`src/rtl/poli_crc_ctrl_pkg.sv`:
```
// Shared POLI type package: register selects, CRC sequencer state, control/status
// field positions and the CRC-32 defaults used by poli_crc_ctrl.
package POLI_types_pkg;

  typedef enum logic [3:0] {
    CRC_CONTROL = 4'd0,
    CRC_STATUS  = 4'd1,
    CRC_INPUT   = 4'd2,
    CRC_OUTPUT  = 4'd3
  } regsel_t;

  typedef enum logic [1:0] {
    IDLE  = 2'd0,
    WAIT  = 2'd1,
    SHIFT = 2'd2,
    DONE  = 2'd3
  } crc_state_t;

  localparam int CRC_CTRL_START   = 0;
  localparam int CRC_CTRL_CLEAR   = 1;
  localparam int CRC_CTRL_LEN_LSB = 8;
  localparam int CRC_CTRL_LEN_MSB = 15;

  localparam int CRC_STAT_BUSY    = 0;
  localparam int CRC_STAT_DONE    = 1;
  localparam int CRC_STAT_OVF     = 2;
  localparam int CRC_STAT_EMPTY   = 3;
  localparam int CRC_STAT_FULL    = 4;
  localparam int CRC_STAT_CNT_LSB = 8;
  localparam int CRC_STAT_CNT_MSB = 10;

  localparam int CRC_FIFO_DEPTH = 4;

  localparam logic [31:0] CRC_POLY_DEFAULT = 32'h04C11DB7;
  localparam logic [31:0] CRC_INIT_DEFAULT = 32'hFFFFFFFF;

  // Sequencer state and remaining word count, exported for checkers.
  typedef struct packed {
    crc_state_t state;
    logic [8:0] words_left;
  } crc_dbg_t;

endpackage

```
`src/rtl/poli_crc_ctrl_fifo.sv`:
```
// Input word buffer for the CRC unit: small synchronous FIFO with same-cycle
// push/pop (accepted even when full), flush, and full/empty/count flags.
module poli_crc_fifo #(
  parameter int WIDTH = 32,
  parameter int DEPTH = 4
) (
  input  logic                     CLK,
  input  logic                     nRST,
  input  logic                     flush,
  input  logic                     push,
  input  logic [WIDTH-1:0]         wdata,
  input  logic                     pop,
  output logic [WIDTH-1:0]         rdata,
  output logic                     full,
  output logic                     empty,
  output logic [$clog2(DEPTH):0]   count
);

  localparam int AW = $clog2(DEPTH);
  localparam int CW = AW + 1;

  logic [WIDTH-1:0] mem [DEPTH];
  logic [AW-1:0]    wr_ptr;
  logic [AW-1:0]    rd_ptr;
  logic [CW-1:0]    count_q;
  logic             do_push;
  logic             do_pop;

  assign full    = (count_q == CW'(DEPTH));
  assign empty   = (count_q == '0);
  assign count   = count_q;
  assign rdata   = mem[rd_ptr];
  // A pop frees the slot the simultaneous push lands in, so full does not block it.
  assign do_pop  = pop && !empty;
  assign do_push = push && (!full || do_pop);

  always_ff @(posedge CLK) begin
    if (do_push && !flush) mem[wr_ptr] <= wdata;
  end

  always_ff @(posedge CLK or negedge nRST) begin
    if (!nRST) begin
      wr_ptr  <= '0;
      rd_ptr  <= '0;
      count_q <= '0;
    end else if (flush) begin
      wr_ptr  <= '0;
      rd_ptr  <= '0;
      count_q <= '0;
    end else begin
      if (do_push) wr_ptr <= wr_ptr + 1'b1;
      if (do_pop)  rd_ptr <= rd_ptr + 1'b1;
      case ({do_push, do_pop})
        2'b10:   count_q <= count_q + 1'b1;
        2'b01:   count_q <= count_q - 1'b1;
        default: count_q <= count_q;
      endcase
    end
  end

endmodule

```
`src/rtl/poli_crc_ctrl.sv`:
```
// POLI CRC unit: register decode, input FIFO and a bit-serial MSB-first CRC
// sequencer that consumes a programmed number of words.
module poli_crc_ctrl
  import POLI_types_pkg::*;
#(
  parameter int                   WORD_SIZE = 32,
  parameter logic [WORD_SIZE-1:0] CRC_POLY  = WORD_SIZE'(CRC_POLY_DEFAULT),
  parameter logic [WORD_SIZE-1:0] CRC_INIT  = WORD_SIZE'(CRC_INIT_DEFAULT)
) (
  input  logic                 CLK,
  input  logic                 nRST,
  input  regsel_t              regsel,
  input  logic                 wen,
  input  logic                 ren,
  input  logic [WORD_SIZE-1:0] wdata,
  output logic [WORD_SIZE-1:0] rdata,
  output logic                 crc_irq,
  output crc_dbg_t             dbg
);

  localparam int BW = $clog2(WORD_SIZE);
  localparam int CW = $clog2(CRC_FIFO_DEPTH) + 1;

  crc_state_t           state_q, state_d;
  logic [WORD_SIZE-1:0] crc_q, crc_d;
  logic [WORD_SIZE-1:0] shreg_q, shreg_d;
  logic [BW-1:0]        bitcnt_q, bitcnt_d;
  logic [8:0]           words_left_q, words_left_d;
  logic [7:0]           len_q, len_d;
  logic                 ovf_q;
  logic                 fb;

  logic                 ctrl_wr, in_wr, clear_req, start_req;
  logic [7:0]           wr_len;
  logic                 fifo_pop, fifo_full, fifo_empty;
  logic [WORD_SIZE-1:0] fifo_rdata;
  logic [CW-1:0]        fifo_count;
  logic                 busy, done;
  logic [WORD_SIZE-1:0] status;

  assign ctrl_wr   = wen && (regsel == CRC_CONTROL);
  assign in_wr     = wen && (regsel == CRC_INPUT);
  assign clear_req = ctrl_wr && wdata[CRC_CTRL_CLEAR];
  assign start_req = ctrl_wr && wdata[CRC_CTRL_START] && !wdata[CRC_CTRL_CLEAR];
  assign wr_len    = wdata[CRC_CTRL_LEN_MSB:CRC_CTRL_LEN_LSB];

  poli_crc_fifo #(.WIDTH(WORD_SIZE), .DEPTH(CRC_FIFO_DEPTH)) u_fifo (
    .CLK   (CLK),
    .nRST  (nRST),
    .flush (clear_req),
    .push  (in_wr),
    .wdata (wdata),
    .pop   (fifo_pop),
    .rdata (fifo_rdata),
    .full  (fifo_full),
    .empty (fifo_empty),
    .count (fifo_count)
  );

  always_ff @(posedge CLK or negedge nRST) begin
    if (!nRST) begin
      state_q      <= IDLE;
      crc_q        <= CRC_INIT;
      shreg_q      <= '0;
      bitcnt_q     <= '0;
      words_left_q <= '0;
      len_q        <= '0;
      ovf_q        <= 1'b0;
    end else begin
      state_q      <= state_d;
      crc_q        <= crc_d;
      shreg_q      <= shreg_d;
      bitcnt_q     <= bitcnt_d;
      words_left_q <= words_left_d;
      len_q        <= len_d;
      if (clear_req)                             ovf_q <= 1'b0;
      else if (in_wr && fifo_full && !fifo_pop)  ovf_q <= 1'b1;
    end
  end

  always_comb begin
    state_d      = state_q;
    crc_d        = crc_q;
    shreg_d      = shreg_q;
    bitcnt_d     = bitcnt_q;
    words_left_d = words_left_q;
    len_d        = len_q;
    fifo_pop     = 1'b0;
    fb           = 1'b0;
    case (state_q)
      WAIT: begin
        if (!fifo_empty) begin
          fifo_pop = 1'b1;
          shreg_d  = fifo_rdata;
          bitcnt_d = BW'(WORD_SIZE - 1);
          state_d  = SHIFT;
        end
      end
      SHIFT: begin
        fb       = shreg_q[WORD_SIZE-1] ^ crc_q[WORD_SIZE-1];
        crc_d    = (crc_q << 1) ^ (fb ? CRC_POLY : '0);
        shreg_d  = shreg_q << 1;
        bitcnt_d = bitcnt_q - 1'b1;
        if (bitcnt_q == '0) begin
          words_left_d = words_left_q - 9'd1;
          state_d      = (words_left_q == 9'd1) ? DONE : WAIT;
        end
      end
      default: ;
    endcase
    // Register writes override the sequencer; clear beats start.
    if (clear_req) begin
      state_d  = IDLE;
      crc_d    = CRC_INIT;
      fifo_pop = 1'b0;
    end else if (start_req && (state_q == IDLE || state_q == DONE)) begin
      state_d      = WAIT;
      crc_d        = CRC_INIT;
      len_d        = wr_len;
      words_left_d = (wr_len == 8'd0) ? 9'd256 : {1'b0, wr_len};
    end
  end

  assign busy    = (state_q == WAIT) || (state_q == SHIFT);
  assign done    = (state_q == DONE);
  assign crc_irq = done;
  assign dbg.state      = state_q;
  assign dbg.words_left = words_left_q;

  always_comb begin
    status = '0;
    status[CRC_STAT_BUSY]  = busy;
    status[CRC_STAT_DONE]  = done;
    status[CRC_STAT_OVF]   = ovf_q;
    status[CRC_STAT_EMPTY] = fifo_empty;
    status[CRC_STAT_FULL]  = fifo_full;
    status[CRC_STAT_CNT_MSB:CRC_STAT_CNT_LSB] = fifo_count;
  end

  always_comb begin
    rdata = '0;
    if (ren) begin
      case (regsel)
        CRC_CONTROL: rdata[CRC_CTRL_LEN_MSB:CRC_CTRL_LEN_LSB] = len_q;
        CRC_STATUS:  rdata = status;
        CRC_OUTPUT:  rdata = crc_q;
        default:     rdata = '0;
      endcase
    end
  end

endmodule
```
`config.mk`:
```
export PLATFORM = sky130hd
export DESIGN_NAME = poli_crc_ctrl
export DESIGN_NICKNAME = d
export VERILOG_FILES = /design/src/rtl/poli_crc_ctrl_pkg.sv /design/src/rtl/poli_crc_ctrl_fifo.sv /design/src/rtl/poli_crc_ctrl.sv
export SDC_FILE = /design/constraint.sdc
export NUM_CORES = 1
export LEC_CHECK = 0
export BUFFER_PORTS_ARGS = -buffer_cell sky130_fd_sc_hd__buf_2
export CORE_MARGIN = 5
export CORE_UTILIZATION = 60
export CTS_CLUSTER_DIAMETER = 150
export CTS_CLUSTER_SIZE = 10
export DETAILED_ROUTE_END_ITERATION = 12
export PLACE_DENSITY = 0.8
export SYNTH_ARGS = -nofsm -noshare
export SYNTH_HDL_FRONTEND = slang
export SYNTH_HIERARCHICAL = 1
export SYNTH_SLANG_ARGS = --single-unit
```
`constraint.sdc`:
```
create_clock -name CLK -period 6.9 [get_ports CLK]
set_clock_uncertainty 0.2 [all_clocks]
set_input_delay 0.345 -clock CLK [delete_from_list [all_inputs] [get_ports CLK]]
set_output_delay 0.345 -clock CLK [all_outputs]
set_load 0.05 [all_outputs]
```
* Word-level counts from Yosys, hierarchy flattened
Memories as Yosys holds them, arrays and structs flattened. Cells that the tools add are included.
Cells by class: add/subtract/negate cells 6, equality and inequality tests 13, muxes and demuxes 36, bitwise operators 3, reductions and logical operators 34
Operator list (number):
- $mux W32 | 5
- $pmux W32 S2 | 1
- $mux W9 | 5
- $xor A32 B27 Y32 | 1
- $mux W27 | 1
- $pmux W8 S3 | 1
- $mux W2 | 9
- $mux W16 | 1
- $pmux W8 S2 | 1
- $logic_and A1 B1 Y1 | 11
- $pmux W5 S2 | 1
- $eq A9 B1 Y1 const B | 1
- $sub A9 B1 Y9 const B | 1
- $eq A4 B2 Y1 const B | 2
- $logic_not A8 Y1 | 1
- $ne A4 B3 Y1 const B | 2
- $reduce_bool A2 Y1 | 4
- $mux W1 | 7
- $eq A2 B2 Y1 const B | 3
- $pmux W3 S2 | 1
- $reduce_bool A3 Y1 | 2
- $logic_not A1 Y1 | 5
- $logic_not A5 Y1 | 1
- $mux W5 | 1
- other kinds (19) | 24
Storage, ports and cells: register bits after elaboration 96, RAM bits 128, input bits 40, word-level logic and storage cells 103, memories 1
Memory list:
- u_fifo.mem | words 4, bits a word 32, read ports 1, clocked after memory_dff 0, write ports 1, RTL line poli_crc_ctrl_fifo.sv:22 | logic [WIDTH-1:0] mem [DEPTH];

* Depth between registers and ports, before layout
Gate-level depths: netlist of run 1.
word-level depth 10, mapped depth 12

* Cells and area by module
Netlist of run 1, hierarchy kept.
By module, submodules not included:
- poli_crc_fifo | times used 1, cells an instance 235, area each 5211.2 sq um
- poli_crc_ctrl | times used 1, cells an instance 470, area each 4644.5 sq um

* Worst setup path after synthesis of run 1
No wires, ideal clock.
kind reg2reg, start point register state_q[0], end point memory u_fifo.mem[0][0] (enable), data arrival time 2.264 ns, required time 6.308 ns, path slack 4.044 ns, cell stages (with the launch flop) 7, cells stage by stage dfrtp_1 ha_1 nand2b_1 nor2_1 nand2b_1 o211a_1 and2_1
On the way: longest elaborated chain between the ends 9
RTL lines:
- start: declaration | RTL line poli_crc_ctrl.sv:24 | crc_state_t state_q, state_d;
- start signal: assignment | RTL line poli_crc_ctrl.sv:70 | state_q <= state_d;
- $eq A2 B1 Y1 | RTL line poli_crc_ctrl.sv:90 | case (state_q)
- $mux W1 | RTL line poli_crc_ctrl.sv:90
- $mux W1 | RTL line poli_crc_ctrl.sv:112 | if (clear_req) begin
- net fifo_pop | RTL line poli_crc_ctrl.sv:35 | logic fifo_pop, fifo_full, fifo_empty;
- $logic_and A1 B1 Y1 | RTL line poli_crc_ctrl_fifo.sv:34 | assign do_pop = pop && !empty;
- $logic_or A1 B1 Y1 | RTL line poli_crc_ctrl_fifo.sv:35 | assign do_push = push && (!full || do_pop);
- $logic_and A1 B1 Y1 | RTL line poli_crc_ctrl_fifo.sv:35
- $logic_and A1 B1 Y1 | RTL line poli_crc_ctrl_fifo.sv:38 | if (do_push && !flush) mem[wr_ptr] <= wdata;
- $mux W1 | RTL line poli_crc_ctrl_fifo.sv:38
- $mux W1 (implied by the code) | RTL line poli_crc_ctrl_fifo.sv:38
- end: declaration | RTL line poli_crc_ctrl_fifo.sv:22
The timed path passes the listed nets, and every way through them passes these cells.

* Worst setup path after layout of run 1
start point register u_fifo.count_q[0], in the netlist u_fifo/count[0], end point register u_fifo.count_q[1], in the netlist u_fifo/count[1]
On the way: longest elaborated chain between the ends 10
RTL lines:
- start: declaration | RTL line poli_crc_ctrl_fifo.sv:25 | logic [CW-1:0] count_q;
- start signal: assignment | RTL line poli_crc_ctrl_fifo.sv:54 | 2'b10: count_q <= count_q + 1'b1;
- start signal: assignment | RTL line poli_crc_ctrl_fifo.sv:55 | 2'b01: count_q <= count_q - 1'b1;
- start signal: assignment | RTL line poli_crc_ctrl_fifo.sv:56 | default: count_q <= count_q;
- $logic_not A3 Y1 (*) | RTL line poli_crc_ctrl_fifo.sv:30 | assign empty = (count_q == '0);
- net fifo_empty | RTL line poli_crc_ctrl.sv:35
- $mux W1 (*) | RTL line poli_crc_ctrl.sv:92 | if (!fifo_empty) begin
- $mux W1 (*) | RTL line poli_crc_ctrl.sv:90
- $mux W1 (*) | RTL line poli_crc_ctrl.sv:112
- net fifo_pop | RTL line poli_crc_ctrl.sv:35
- $logic_and A1 B1 Y1 (*) | RTL line poli_crc_ctrl_fifo.sv:34
- $logic_or A1 B1 Y1 | RTL line poli_crc_ctrl_fifo.sv:35
- $logic_and A1 B1 Y1 | RTL line poli_crc_ctrl_fifo.sv:35
- $eq A2 B1 Y1 / $eq A2 B2 Y1 (equally long branches) | RTL line poli_crc_ctrl_fifo.sv:53 | case ({do_push, do_pop})
- $pmux W3 S2 | RTL line poli_crc_ctrl_fifo.sv:53
- $mux W3 | RTL line poli_crc_ctrl_fifo.sv:46 | end else if (flush) begin
Mark *: on every way through the listed nets, which the timed path passes. The rest lies on a longest branch. A chain may end at the register's enable or synchronous reset.

==> impl_results.md, run 1 <==
- Outcome: finished clean
- Die Y-Extent: 138 um
- Final Setup Violations: 0
- Commonest cells in the netlist: edfxtp_1, nor2_1, mux2i_1, dfrtp_1, nand2_1
- CTS Root Cell: clkbuf_16
- Vias: 5954
- Period minus WS final: 3.59 ns
- Met2 Use GR: 0.377
- Period Utilization, post-route: 0.520
- Clk_lat worst skew: 0.52 ns
- Pre-Repair DR Iteration Count: 5
- Post-DP Area: 10400 um^2
- GRT overflow: 0
- Largest net degree at the start of global routing: 72
- IO Pins: 84
- Final hold violation count: 0
- Initial antenna violation count: 0
- Vias in the first global route: 6274
- Worst-Margin Slew: 1.21 ns
- Final WL: 20000 um
- Final nets: 870
- All-Layer GR Usage: 0.211
- Core area: 16000 um^2
- Power per standard cell area: 427 nW/um^2
- Non-filler instance count after layout: 1053
- Die W: 138 um
- GRT met1 Usage: 0.275
- Asr flop ratio synth: 0.429
- Worst setup EP type: flip-flop
- Post-CTS Resized: 0
- Post-synth top area share: 0.390
- Layout cells sized above 1: 0.239
- #FFs+latches synth: 224
- Cells after Synth: 705
- HPWL Detailed: 12100 um
- Design area: 11500 um^2
- Final Slew Violations: 0
- Critical path class: reg2reg
- CP required: 7.10 ns
- DRC: 0
- Die ar.: 19100 um^2
- Most frequent cell after synthesis: edfxtp_1
- Ys Warns: 6
- Placed Cells: 972
- Via density: 5.65
- Unrepaired setup endpoints after global routing: no
- Antenna Nets Post-Route: 0
- Ranking of synthesized cells by area: edfxtp_1, dfrtp_1, dfstp_2
- Most used DFF post-synth: edfxtp_1
- Worst vdd ir: 240 uV
- Hold Slack: 0.184 ns
- Leakage: 4.54 nW
- Yosys cell types: 55
- Tot Pwr: 4.91 mW
- Post-synth net total: 758
- H-Tree Level Count: 1
- Met3 Use GR: 0.0372
- Sequential area share after synthesis: 0.638
- Arrival time at the worst endpoint: 3.79 ns
- Cell row count: 46
- RePlAce Congestion: 0.847
- CP Launch Type: flip-flop
- Syn Std Cell Area: 9860 um^2
- Max Fclk: 0.279 GHz
- Number of max-cap violations: 0
- CP max-delay cell: nor2_1
- Crit-path max FO: 12
- Min-Delay Path Class: in2async
- Syn-to-layout area delta: 16.8%
- CTS sink count: 224
- Setup TNS: 0 ns
- Synth area leader: edfxtp_1
- Initial core utilization: 0.616
- CTS tree: yes
- Worst-path cell chain: or2_1 > nor2_1 > nand2b_1 > nor2_1 > nor2b_1 > nor2b_1 > fa_1 > o21ai_0 > a31oi_1 > a21oi_1 > a211oi_1
- ANT cells: 0
- CP max stage delay: 0.57 ns
- EDFF count, synth: 128
- IO buf count: 83
- Syn_area_per_cell: 14.0 um^2
- GRT Max-Usage Layer: met2
- Global-route wire length before repair: 33100 um
- CTS buffer count: 26
- Clock buffer depth: 3
- DRT iter0 DRCs: 386
- Slew headroom: 0.191
- Reg clk slew, reported paths: 0.06 ns
- WL/cell: 19.0 um
## worst paths after layout
check                           startpoint                to  slack (ns)  cells past startpoint
max in group asynchronous             nRST  u_fifo/rd_ptr[1]        5.23                      3
min                                   nRST   words_left_q[6]        0.18                      2
max reg2reg                u_fifo/count[0]   u_fifo/count[1]        3.31                     11
max                        u_fifo/count[0]   u_fifo/count[1]        3.31                     11
min in group CLK                 regsel[2]   words_left_q[6]        0.20                      5
min reg2reg                       len_q[0]          len_q[0]        0.28                      2
## cells in the final DEF, fill, tap and decap left out, types with 3 or more instances in the layout
cell,instances
a211oi_1,3
xor2_1,10
a21oi_1,42
clkbuf_16,26
edfxtp_1,128
nor2b_1,5
a22oi_1,5
a31oi_1,3
nand2_1,64
ha_1,11
nand2b_1,4
mux2i_1,70
inv_1,15
and2_1,23
nand3_1,7
dfrtp_1,62
nor2_1,73
and3_1,3
dlygate4sd3_1,33
mux4_2,32
clkbuf_1,20
dfstp_2,32
nor4_1,3
buf_2,82
o21ai_0,13
buf_4,9
xnor2_1,17
## report_power, final
| part | switching [mW] | total (mW) | internal, mW |
|---|---|---|---|
| Clock | 0.502 | 1.21 | 0.712 |
| Combinational | 0.931 | 1.67 | 0.741 |
| Sequential | 0.256 | 2.03 | 1.77 |
## cell families (layout without fill, tap and decap cells)
family / after synthesis / in the layout / share of synthesized area
AO/OA/AOI/OAI: 80 / 80 / 0.0481
XOR/XNOR: 28 / 28 / 0.0249
adder cells (fa/ha/maj): 13 / 13 / 0.0173
buffers and inverters: 55 / 187 / 0.0270
flip-flops: 224 / 224 / 0.638
multiplexers: 105 / 105 / 0.148
AND/OR/NAND/NOR: 200 / 200 / 0.0969
## cell type report
class / instances / area [um^2]
flip-flops and latches: 224 / 6290
fillers: 1067 / 4490
multi-input cells: 426 / 3320
repair buffers: 124 / 808
clock buffers: 46 / 726
well taps: 216 / 270
inverters: 15 / 56.3
clock inverters: 2 / 38.8
## what timing repair did
item	in CTS	in global routing
endpoints found under the hold margin	163	0
hold buffers	33	0
setup buffers	0	0
## flip-flops by register name (all words and copies together), names as in the netlist
signal,count
bitcnt_q,5
words_left_q,9
u_fifo/wr_ptr,2
u_fifo/mem,128
u_fifo/count,3
crc_q,32
len_q,8
u_fifo/rd_ptr,2
ovf_q,1
shreg_q,32
state_q,2
## metrics by stage
stage | util | worst slack (ns)
after floorplan | - | 4.04
after global placement | 0.651 | 3.74
after detailed placement | 0.651 | 3.57
after CTS | 0.719 | 3.43
after global routing | 0.719 | 3.10
final | 0.719 | 3.31
## per-layer routing
metal | up-vias | share of wire
met1 | 2965 | 0.40
met3 | 24 | 0.058
met4 | 0 | 0.013
met5 | - | 0
met2 | 198 | 0.53
li1 | 2767 | -
## critical path: cells and delay by family (launching register included)
| kind | cells | cell delay [ns] |
|---|---|---|
| AOI/OAI and AO/OA | 4 | 0.41 |
| DFF | 1 | 0.49 |
| and+or+nand+nor | 6 | 1.89 |
| adders and majority gates | 1 | 0.47 |
(Power assumes the default switching activity.)
==> run 2, diff against run 1 <==
ABC_AREA = 1   (was not set)
clock period = 3.66 ns   (was 6.9 ns; I/O delays follow)
==> run 2 against run 1 <==
Net effect: wire length grew 16%; register-to-register slack got worse by 2.7 ns; area after synthesis rose by 0.91%; core utilization down 0.81 points; sequential share of layout area fell by 0.76 points; synthesized cell count rose by 41%; count of clock-buffer cells in the layout decreased by 1.
==> impl_results.md, run 2 <==
- Outcome: finished clean
- CP max-delay cell: nor2_4
- Commonest cells in the netlist: nand2_1, nor2_1, edfxtp_1, o21ai_0, dfrtp_1
- Crit. Startpoint: u_fifo/count[0]
- Initial core utilization: 0.606
- CTS tree: yes
- Core Util, Final: 0.711
- Pre-Repair DR Iteration Count: 5
- Non-filler instance count after layout: 1345
- IO Pins: 84
- Hold path start: regsel[3]
- WL/cell: 17.3 um
- Biggest regs: u_fifo/mem (128), crc_q (32), shreg_q (32)
- GRT met1 Usage: 0.325
- DRT iter0 DRCs: 721
- Cells after Synth: 993
- CTS Root Cell: clkbuf_16
- Final WL: 23200 um
- Ranking of synthesized cells by area: edfxtp_1, dfrtp_1, dfstp_2
- Most used DFF post-synth: edfxtp_1
- GRT overflow: 0
- CTS buffer count: 26
- GRT Max-Usage Layer: met2
- Period Utilization, post-route: 0.833
- H-Tree Level Count: 1
- Worst-path cell chain: nor2_2 > nand2_1 > inv_1 > inv_1 > nand2_1 > nor2_1 > inv_1 > nand2_1 > nand2_1 > inv_2 > nand2_1 > nor2_4 > buf_4
- Setup TNS: 0 ns
- Power per standard cell area: 802 nW/um^2
- Biggest register: u_fifo/mem
- Critical path class: reg2reg
- Commonest non-fill, non-tap cell in the layout: nand2_1
- All-Layer GR Usage: 0.243
- Final worst slack: 0.611 ns
- Setup bufs post-CTS: 0
- Tot Pwr: 9.36 mW
- Syn_area_per_cell: 10.0 um^2
- Met3 Use GR: 0.0414
- Post-synth top area share: 0.386
- ANT cells: 0
- Worst setup EP type: flip-flop
- Most used cell, CP: nand2_1
- Post-Place Setup Slack: 0.709 ns
- Post-DP Area: 10500 um^2
- Initial antenna violation count: 0
- EDFF count, synth: 128
- Worst-Margin Slew: 0.781 ns
- Largest register FFs: 128
- Arrival time at the worst endpoint: 3.06 ns
- CP Launch Type: flip-flop
- Global-route wire length before repair: 38700 um
- Vias: 7675
- Die Y-Extent: 139 um
- Design area: 11700 um^2
- Cell row count: 47
- Crit-path max FO: 16
- Via density: 5.71
- Reg clk slew, reported paths: 0.06 ns
- Post-synth net total: 1046
- Min-Delay Path Class: in2reg
- Sequential area share after synthesis: 0.632
- Final hold violation count: 0
- Syn-to-layout area delta: 17.3%
- CTS sink count: 224
- #FFs+latches synth: 224
- Final nets: 1159
- Final Setup Violations: 0
- Commonest non-fill, non-tap cells in the layout: nand2_1, nor2_1, edfxtp_1
- Vias in the first global route: 7726
- Period minus WS final: 3.05 ns
- DRC: 0
- Clock buffer depth: 3
- Number of max-cap violations: 0
- Fillers: 1143
- Largest net degree at the start of global routing: 66
- Synth area leader: edfxtp_1
- Reg-to-Reg Start: u_fifo/count[0]
- Hold Slack: 0.0187 ns
- Yosys cell types: 37
- Ys Warns: 6
- Met2 Use GR: 0.418
- Placed Cells: 1259
- Clk_lat worst skew: 0.52 ns
- CP required: 3.67 ns
- Slew headroom: 0.480
- Most frequent cell after synthesis: nand2_1
- Die W: 139 um
- Core area: 16400 um^2
- Max Fclk: 0.328 GHz
- HPWL Detailed: 14200 um
- Final Slew Violations: 0
- Worst vdd ir: 593 uV
- IO buf count: 83
- Syn Std Cell Area: 9950 um^2
- Leakage: 4.85 nW
- Asr flop ratio synth: 0.429
- CP max stage delay: 0.50 ns
- RePlAce Congestion: 0.858
- Unrepaired setup endpoints after global routing: no
- Layout cells sized above 1: 0.160
- Antenna Nets Post-Route: 0
- Die ar.: 19300 um^2
## run 2: changes by cell type in the layout (fill, tap and decap cells not counted), moves of 31 or more
cell     delta
o21ai_0    +52
mux2i_1    -70
inv_1      +48
nand2_1   +148
mux4_2     -32
o22ai_1    +31
nor2_1     +60
nand3_1    +36
## run 2: final cells by class
class                   instances  area [um^2]  area share
multi-input cells             644         3130       0.269
clock inverters                 2         25.0     0.00214
repair buffers                139          961      0.0823
clock buffers                  45          722      0.0619
inverters                      71          267      0.0228
well taps                     220          275      0.0236
flip-flops and latches        224         6290       0.539
## run 2: kinds of logic (layout without fill, tap and decap cells)
kind of cell / after synthesis / after routing / share of synthesized area
xor+xnor: 4 / 4 / 0.00352
simple gates: 427 / 427 / 0.175
buf+inv: 125 / 257 / 0.0565
flops: 224 / 224 / 0.632
fa+ha+maj: 13 / 13 / 0.0171
compound gates: 200 / 200 / 0.116
## run 2: routing by layer
layer | wire (um) | vias up | share of wire
met5 | 0 | - | 0
met4 | 403 | 0 | 0.017
met3 | 1510 | 38 | 0.065
met2 | 11600 | 299 | 0.50
met1 | 9740 | 3709 | 0.42
li1 | - | 3629 | -
## run 2: path summary, 6_finish.rpt
kind                                      to  slack [ns]  depth (start not counted)
max                        u_fifo/mem[2][23]        0.61                         13
min                                    ovf_q        0.02                          6
max reg2reg                u_fifo/mem[2][23]        0.61                         13
min reg2reg                       shreg_q[0]        0.29                          2
max in group asynchronous          crc_q[20]        2.31                          3
min in group asynchronous              ovf_q        0.10                          2
## run 2: worst max-delay path, delay by kind of cell (launching register included)
kind / cells / cell delay [ns]
buffers and inverters: 5 / 0.67
DFF: 1 / 0.44
and+or+nand+nor: 8 / 1.41
## run 2: power by group
| group | switching, mW | internal, mW |
|---|---|---|
| combinational | 2.26 | 1.08 |
| sequential | 0.400 | 3.33 |
| clock | 0.957 | 1.33 |
| total | 3.62 | 5.75 |
## run 2: timing repair
| item | CTS | global route |
|---|---|---|
| gates resized for setup | 0 | 0 |
| hold endpoints to repair | 205 | 0 |
| hold buffers | 39 | 0 |
